===== config.mk =====
export PLATFORM = sky130hd
export DESIGN_NAME = stream_gen_flat
export DESIGN_NICKNAME = d
export VERILOG_FILES = /design/src/rtl/stream_gen_pkg.sv /design/src/rtl/stream_if.sv /design/src/rtl/stream_gen.sv /design/src/flat_wrapper.sv
export SDC_FILE = /design/constraint.sdc
export NUM_CORES = 1
export LEC_CHECK = 0
export ABC_CLOCK_PERIOD_IN_PS = 4050
export BUFFER_PORTS_ARGS = -buffer_cell sky130_fd_sc_hd__buf_2
export CAP_MARGIN = 20
export CORE_MARGIN = 3
export CORE_UTILIZATION = 56
export DETAILED_ROUTE_END_ITERATION = 8
export PLACE_DENSITY = 0.84
export SLEW_MARGIN = 20
export SYNTH_ARGS = -nofsm -noshare
export SYNTH_HDL_FRONTEND = slang
export SYNTH_SLANG_ARGS = --single-unit

===== constraint.sdc =====
create_clock -name clk -period 4.05 [get_ports clk]
set_input_delay 0.81 -clock clk [delete_from_list [all_inputs] [get_ports clk]]
set_output_delay 0.81 -clock clk [all_outputs]
set_load 0.005 [all_outputs]

===== src/rtl/stream_gen_pkg.sv =====
// Shared types and default sizes for the stream_gen source and its stream_if port.
package stream_gen_pkg;

    localparam int DEF_WIDTH = 8;
    localparam int DEF_CNT_W = 8;

    typedef enum logic [1:0] {
        IDLE = 2'd0,
        RUN  = 2'd1,
        DONE = 2'd2
    } state_t;

endpackage


===== src/rtl/stream_if.sv =====
// Valid/ready payload interface; the source drives valid/data, the sink drives ready.
interface stream_if
    import stream_gen_pkg::*;
#(
    parameter int WIDTH = DEF_WIDTH
);

    logic             valid;
    logic             ready;
    logic [WIDTH-1:0] data;

    modport src (output valid, output data, input ready);
    modport snk (input valid, input data, output ready);

endinterface


===== src/rtl/stream_gen.sv =====
// Burst stream source: on start emits count incrementing beats from seed, then pulses done.
// Optional XOR checksum output enabled by defining STREAM_GEN_CHECKSUM_EN.
module stream_gen
    import stream_gen_pkg::*;
#(
    parameter int WIDTH = DEF_WIDTH,
    parameter int CNT_W = DEF_CNT_W
) (
    input  logic             clk,
    input  logic             rst_n,
    input  logic             start,
    input  logic [CNT_W-1:0] count,
    input  logic [WIDTH-1:0] seed,
    stream_if.src            out_if,
    output logic             busy,
    output logic             done,
    output logic [CNT_W-1:0] sent
`ifdef STREAM_GEN_CHECKSUM_EN
    ,
    output logic [WIDTH-1:0] csum
`endif
);

    state_t           state_q, state_d;
    logic [CNT_W-1:0] cnt_q,   cnt_d;
    logic [CNT_W-1:0] sent_q,  sent_d;
    logic [WIDTH-1:0] data_q,  data_d;
`ifdef STREAM_GEN_CHECKSUM_EN
    logic [WIDTH-1:0] csum_q,  csum_d;
`endif

    always_comb begin
        // NOTE: every next-state signal gets a default first so no path leaves it unassigned (no latch).
        state_d = state_q;
        cnt_d   = cnt_q;
        sent_d  = sent_q;
        data_d  = data_q;
`ifdef STREAM_GEN_CHECKSUM_EN
        csum_d  = csum_q;
`endif
        unique case (state_q)
            IDLE: begin
                if (start) begin
                    sent_d = '0;
`ifdef STREAM_GEN_CHECKSUM_EN
                    csum_d = '0;
`endif
                    if (count != '0) begin
                        cnt_d   = count;
                        data_d  = seed;
                        state_d = RUN;
                    end else begin
                        state_d = DONE;
                    end
                end
            end
            RUN: begin
                if (out_if.ready) begin
                    data_d = data_q + 1'b1;
                    sent_d = sent_q + 1'b1;
`ifdef STREAM_GEN_CHECKSUM_EN
                    csum_d = csum_q ^ data_q;
`endif
                    if (sent_d == cnt_q) begin
                        state_d = DONE;
                    end
                end
            end
            DONE:    state_d = IDLE;
            default: state_d = IDLE;
        endcase
    end

    always_ff @(posedge clk or negedge rst_n) begin
        if (!rst_n) begin
            state_q <= IDLE;
            cnt_q   <= '0;
            sent_q  <= '0;
            data_q  <= '0;
`ifdef STREAM_GEN_CHECKSUM_EN
            csum_q  <= '0;
`endif
        end else begin
            // NOTE: non-blocking assignments so every register samples the pre-edge values.
            state_q <= state_d;
            cnt_q   <= cnt_d;
            sent_q  <= sent_d;
            data_q  <= data_d;
`ifdef STREAM_GEN_CHECKSUM_EN
            csum_q  <= csum_d;
`endif
        end
    end

    // Outputs decode straight from registered state, so reset clears them without waiting for a clock.
    assign out_if.valid = (state_q == RUN);
    assign out_if.data  = data_q;
    assign busy         = (state_q == RUN);
    assign done         = (state_q == DONE);
    assign sent         = sent_q;
`ifdef STREAM_GEN_CHECKSUM_EN
    assign csum         = csum_q;
`endif

endmodule


===== src/flat_wrapper.sv =====
// flat-port wrapper written by rule: the top's interface ports become plain ports
module stream_gen_flat import stream_gen_pkg::*;
#(
    parameter int WIDTH = DEF_WIDTH,
    parameter int CNT_W = DEF_CNT_W
)
  (clk, rst_n, start, count, seed, busy, done, sent, out_if_valid, out_if_data, out_if_ready);
  stream_if #(.WIDTH(WIDTH)) out_if_i ();
  input  logic clk;
  input  logic rst_n;
  input  logic start;
  input  logic [CNT_W-1:0] count;
  input  logic [WIDTH-1:0] seed;
  output logic busy;
  output logic done;
  output logic [CNT_W-1:0] sent;
  output wire logic [$bits(out_if_i.valid)-1:0] out_if_valid;
  output wire logic [$bits(out_if_i.data)-1:0] out_if_data;
  input wire logic [$bits(out_if_i.ready)-1:0] out_if_ready;
  assign out_if_valid = out_if_i.valid;
  assign out_if_data = out_if_i.data;
  assign out_if_i.ready = out_if_ready;
  stream_gen #(.WIDTH(WIDTH), .CNT_W(CNT_W)) u_core (.clk(clk), .rst_n(rst_n), .start(start), .count(count), .seed(seed), .out_if(out_if_i), .busy(busy), .done(done), .sent(sent));
endmodule

== Word-level counts from Yosys, hierarchy flattened ==
Cells that the tools add are included.
Storage, ports and cells
  flip-flop bits (word level): 26
  logic and storage cells: 32
  input bits: 20
  latch bits: 0
  output and inout bits: 19
  memories kept: 0
  bits in writable memories: 0
  bits in read-only memories: 0
Operators by class
  divide/modulo/power cells: 0
  order comparisons: 0
  bitwise operators: 0
  reductions and logical operators: 7
  mux-type cells: 12
  shifts and indexed selects: 0
  $mul: 0
  equal/unequal tests: 7
  add/sub/neg operators: 2
Operator list (count)
  two-way mux 8 bit: 5
  one-hot mux 8 bit (2 select lines): 2
  adder 8 x 1 -> 8 bit (second input constant): 2
  AND reduction 3 bit: 3
  equality test 8 bit: 1
  two-way mux 2 bit: 4
  nonzero test 8 bit: 1
  inequality test 2 x 1 -> 1 bit (second input constant): 3
  one-hot mux 2 bit (2 select lines): 1
  AND reduction 4 bit: 1
  equality test 2 x 1 -> 1 bit (second input constant): 1
  equality test 2 bit (second input constant): 1
  logical NOT 2 bit: 1
  inequality test 2 bit (second input constant): 1
  nonzero test 2 bit: 1

== Longest topological paths before layout ==
  word-level depth: 5
  depth in mapped cells: 7
  mapped depth without buffers: 6

== Worst setup path before layout ==
Ideal clock, no wire load.
  path kind: register to output
  from: register u_core.state_q[0]
  to: output out_if_valid
  setup slack: 2.077 ns
  path buffers: 3
  data arrival time: 1.163 ns
  required time: 3.240 ns
  cell stages (with the launch flop): 5
  cell sequence: dfrtp_1 nor2b_1 buf_2 clkbuf_1 buf_4
Between the ends
  cells in the longest elaborated chain, start to end: 1
RTL lines
  start: declaration: RTL line stream_gen.sv:24  | state_t state_q, state_d;
  start signal: assignment: RTL line stream_gen.sv:85  | state_q <= state_d;
  equality test 2 x 1 -> 1 bit
  end: declaration: RTL line flat_wrapper.sv:17  | output wire logic [$bits(out_if_i.valid)-1:0] out_if_valid;
Every way passes these cells.

== Worst setup path in the final report ==
  from: register u_core.state_q[0]
  to: output busy
Between the ends
  cells in the longest elaborated chain, start to end: 1
RTL lines
  equality test 2 x 1 -> 1 bit: RTL line stream_gen.sv:98  | assign busy = (state_q == RUN);
  end: declaration: RTL line flat_wrapper.sv:14  | output logic busy;
Every way passes these cells.

==> run summary <==
Final Max Tran Viols -> 0
R2R cell count -> 6
share of layout cells above drive strength 1 -> 30.3%
first-pass GRT wire length -> 5780 um
Slew @ Worst Pin -> 0.670 ns
syn nets -> 178
NetSw -> 495 uW
GP Congestion -> 0.836
IO Pins -> 39
register area share after synthesis -> 42.6%
Initial Util -> 60.0%
max incr delay on CP -> 0.47 ns
CP arrival -> 1.68 ns
synthesized area -> 1530 um2
Crit Path Class -> reg -> out
reg2reg end -> u_core.state_q[0]
DR iter-0 viols -> 58
vias in the first global route -> 1241
die area -> 3390 um2
placed cell area -> 1710 um2
Syn Area/Cell -> 9.79 um2
CP Buf/Inv Count -> 2
fillers -> 217
DR WL/cell -> 16.0 um
Highest Clock Rate -> 402 MHz
CP Depth -> 3
CP top delay family -> flip-flops
drt drc -> 0
vias per cell -> 6.18
Setup Buffers After CTS -> 0
CP required -> 3.24 ns
Congestion Overflow GR -> 0
Max Cap Viol -> 0
ANT nets after route -> 0
startpoint type of the worst setup path -> flop
via count -> 1348
Post-Layout Inst Area -> 1730 um2
Reg2Reg Launch Point -> u_core.sent[0]
fin crit period -> 2.49 ns
hold_buf cts -> 0
Min-Delay Path Class -> in -> async
register clock-pin slew on the reported worst setup and hold paths -> 0.14 ns
DIE HEIGHT -> 58.2 um
drt first pass iters -> 5
# port buffers -> 38
Core Footprint -> 2540 um2
Die W -> 58.2 um
count of cell types in the netlist -> 42
maximum vdd drop -> 0.546 mV
largest net degree at the start of global routing -> 27
Max FO, Critical Path -> 20
Primary FF master, synth -> dfrtp_1
FF+latch area -> 651 um2
Leak -> 0.000773 uW
PD cells -> 680 nW/um2
CP cell instances -> nor2b_2 -> buf_4 -> buf_2
multi-input logic area -> 808 um2
combinational power share -> 49.1%
synthesized flop and latch total -> 26
overall routing resource usage -> 22.0%
Area Growth Syn to Fin -> 13.1%
Sw Share -> 42.1%
Clk Latency, worst-skew pair -> 0.33 ns
PostCTS Resize Cnt -> 0
critical-path cell with the highest stage delay -> dfrtp_1
number of diodes -> 0
H-tree levels -> 1
clk buf depth -> 2
Final Cycle Share -> 61.5%
synthesized instance count -> 156
Clock Sinks -> 26
clk root buf -> clkbuf_4
final wirelength -> 3480 um
slew margin rel. -> 54.9%
cts bufs inserted -> 3
initial antenna violation count -> 0
Synth Warn # -> 0
setup_tns -> 0 ns
Hold WS -> 0.461 ns
CP Capture Type -> primary output
power share of the sequential group -> 41.3%
final setup vio count -> 0
Site Rows -> 18
hpwl dp -> 2570 um
clock network power share -> 9.6%
status -> finished, final reports clean
Final #Nets -> 212
final-report hold violation count -> 0
RSZ-0062 raised after global routing -> no
ys async rst share -> 100%
R2R Setup Slk -> 2.12 ns
CTS tree -> yes
Layout Skew -> 0.00140 ns
internal power -> 681 uW
Post-synth EDFFs -> 0
-- flip-flops by register name, indices dropped and copies added, names as in the netlist --
signal / count
u_core.cnt_q: 8
u_core.sent: 8
u_core.out_if.data: 8
u_core.state_q: 2
-- final cells by class --
class / instances / share of cell area, %
tap: 30 / 2.17
clock buffer: 3 / 1.30
timing repair buffer: 39 / 11.4
sequential: 26 / 37.7
multi-input combinational: 117 / 46.8
inverter: 3 / 0.652
-- per-stage QoR --
stage | setup slack [ns] | util (%) | total power (uW) | cells
CTS | 1.57 | 67.9 | 1180 | 218
global placement | 1.78 | 67.0 | 1030 | 215
global route | 1.49 | 67.9 | 1280 | 218
detailed placement | 1.70 | 67.0 | 1070 | 215
finish | 1.56 | 67.9 | 1180 | 218
floorplan | 2.08 | - | 905 | 156
-- worst max path at each step --
| stage | from | to | slack, ns |
|---|---|---|---|
| after global placement | count[5] | u_core.out_if.data[7] | 1.78 |
| after global routing | u_core.state_q[0] | busy | 1.49 |
| final | u_core.state_q[0] | busy | 1.56 |
| after detailed placement | count[5] | u_core.out_if.data[4] | 1.70 |
| after CTS | u_core.state_q[0] | busy | 1.57 |
| after floorplan | u_core.state_q[0] | out_if_valid | 2.08 |
-- power by group through the flow --
stage / clock (uW) / sequential [uW] / combinational [uW]
after floorplan: 0 / 458 / 447
after global placement: 0 / 483 / 549
after detailed placement: 0 / 491 / 575
after CTS: 115 / 485 / 579
after global routing: 122 / 504 / 650
final: 113 / 486 / 577
-- cell families after synthesis --
group / Yosys count / share of synthesized area, %
AOI/OAI and AO/OA: 49 / 22.8
xor gates and xnor gates: 9 / 5.16
adders and majority gates: 2 / 1.64
buffers and inverters: 13 / 4.67
DFF: 26 / 42.6
muxes: 9 / 6.55
and+or+nand+nor: 48 / 16.6
-- cells in the mapped netlist (2+ instances only) --
library cell / number / area, um2
mux2_2: 8 / 90.1
a21oi_1: 8 / 40.0
o21ai_1: 2 / 10.0
a31oi_1: 3 / 18.8
and3_1: 4 / 25.0
buf_4: 2 / 15.0
inv_1: 3 / 11.3
nor2_1: 8 / 30.0
nand2_1: 10 / 37.5
o31ai_1: 3 / 22.5
o22a_1: 9 / 78.8
o41ai_1: 3 / 26.3
nor4_1: 2 / 12.5
xor2_1: 4 / 35.0
buf_2: 5 / 25.0
dfrtp_1: 26 / 651
nor2b_1: 5 / 31.3
ha_1: 2 / 25.0
nand3_1: 11 / 55.1
xnor2_1: 5 / 43.8
o21ai_0: 10 / 50.1
a21o_1: 2 / 15.0
nand4_1: 2 / 12.5
-- placed cells by master, fill, tap and decap left out, types with 2 or more instances in the layout --
master    synthesis  layout
nand4_1           2       2
ha_1              2       2
xor2_1            4       4
o31ai_1           3       3
a31oi_1           3       3
buf_2             5      38
nor2b_1           5       4
o21ai_0          10      10
clkbuf_4          0       3
xnor2_1           5       5
nand2_1          10      10
nor4_1            2       2
dfrtp_1          26      26
a21oi_1           8       8
inv_1             3       3
nor2_1            8       8
o21ai_1           2       2
a21o_1            2       2
and3_1            4       4
mux2_2            8       8
o41ai_1           3       3
o22a_1            9       9
nand3_1          11      11
-- routing by layer --
layer  vias up  track usage [%]  routed length, um
met1       654             29.3               1550
met2        45             35.6               1690
li1        644                -                  -
met4         0             10.9                 48
met3         5             2.23                187
met5         -                0                  0
(Power assumes the default switching activity.)
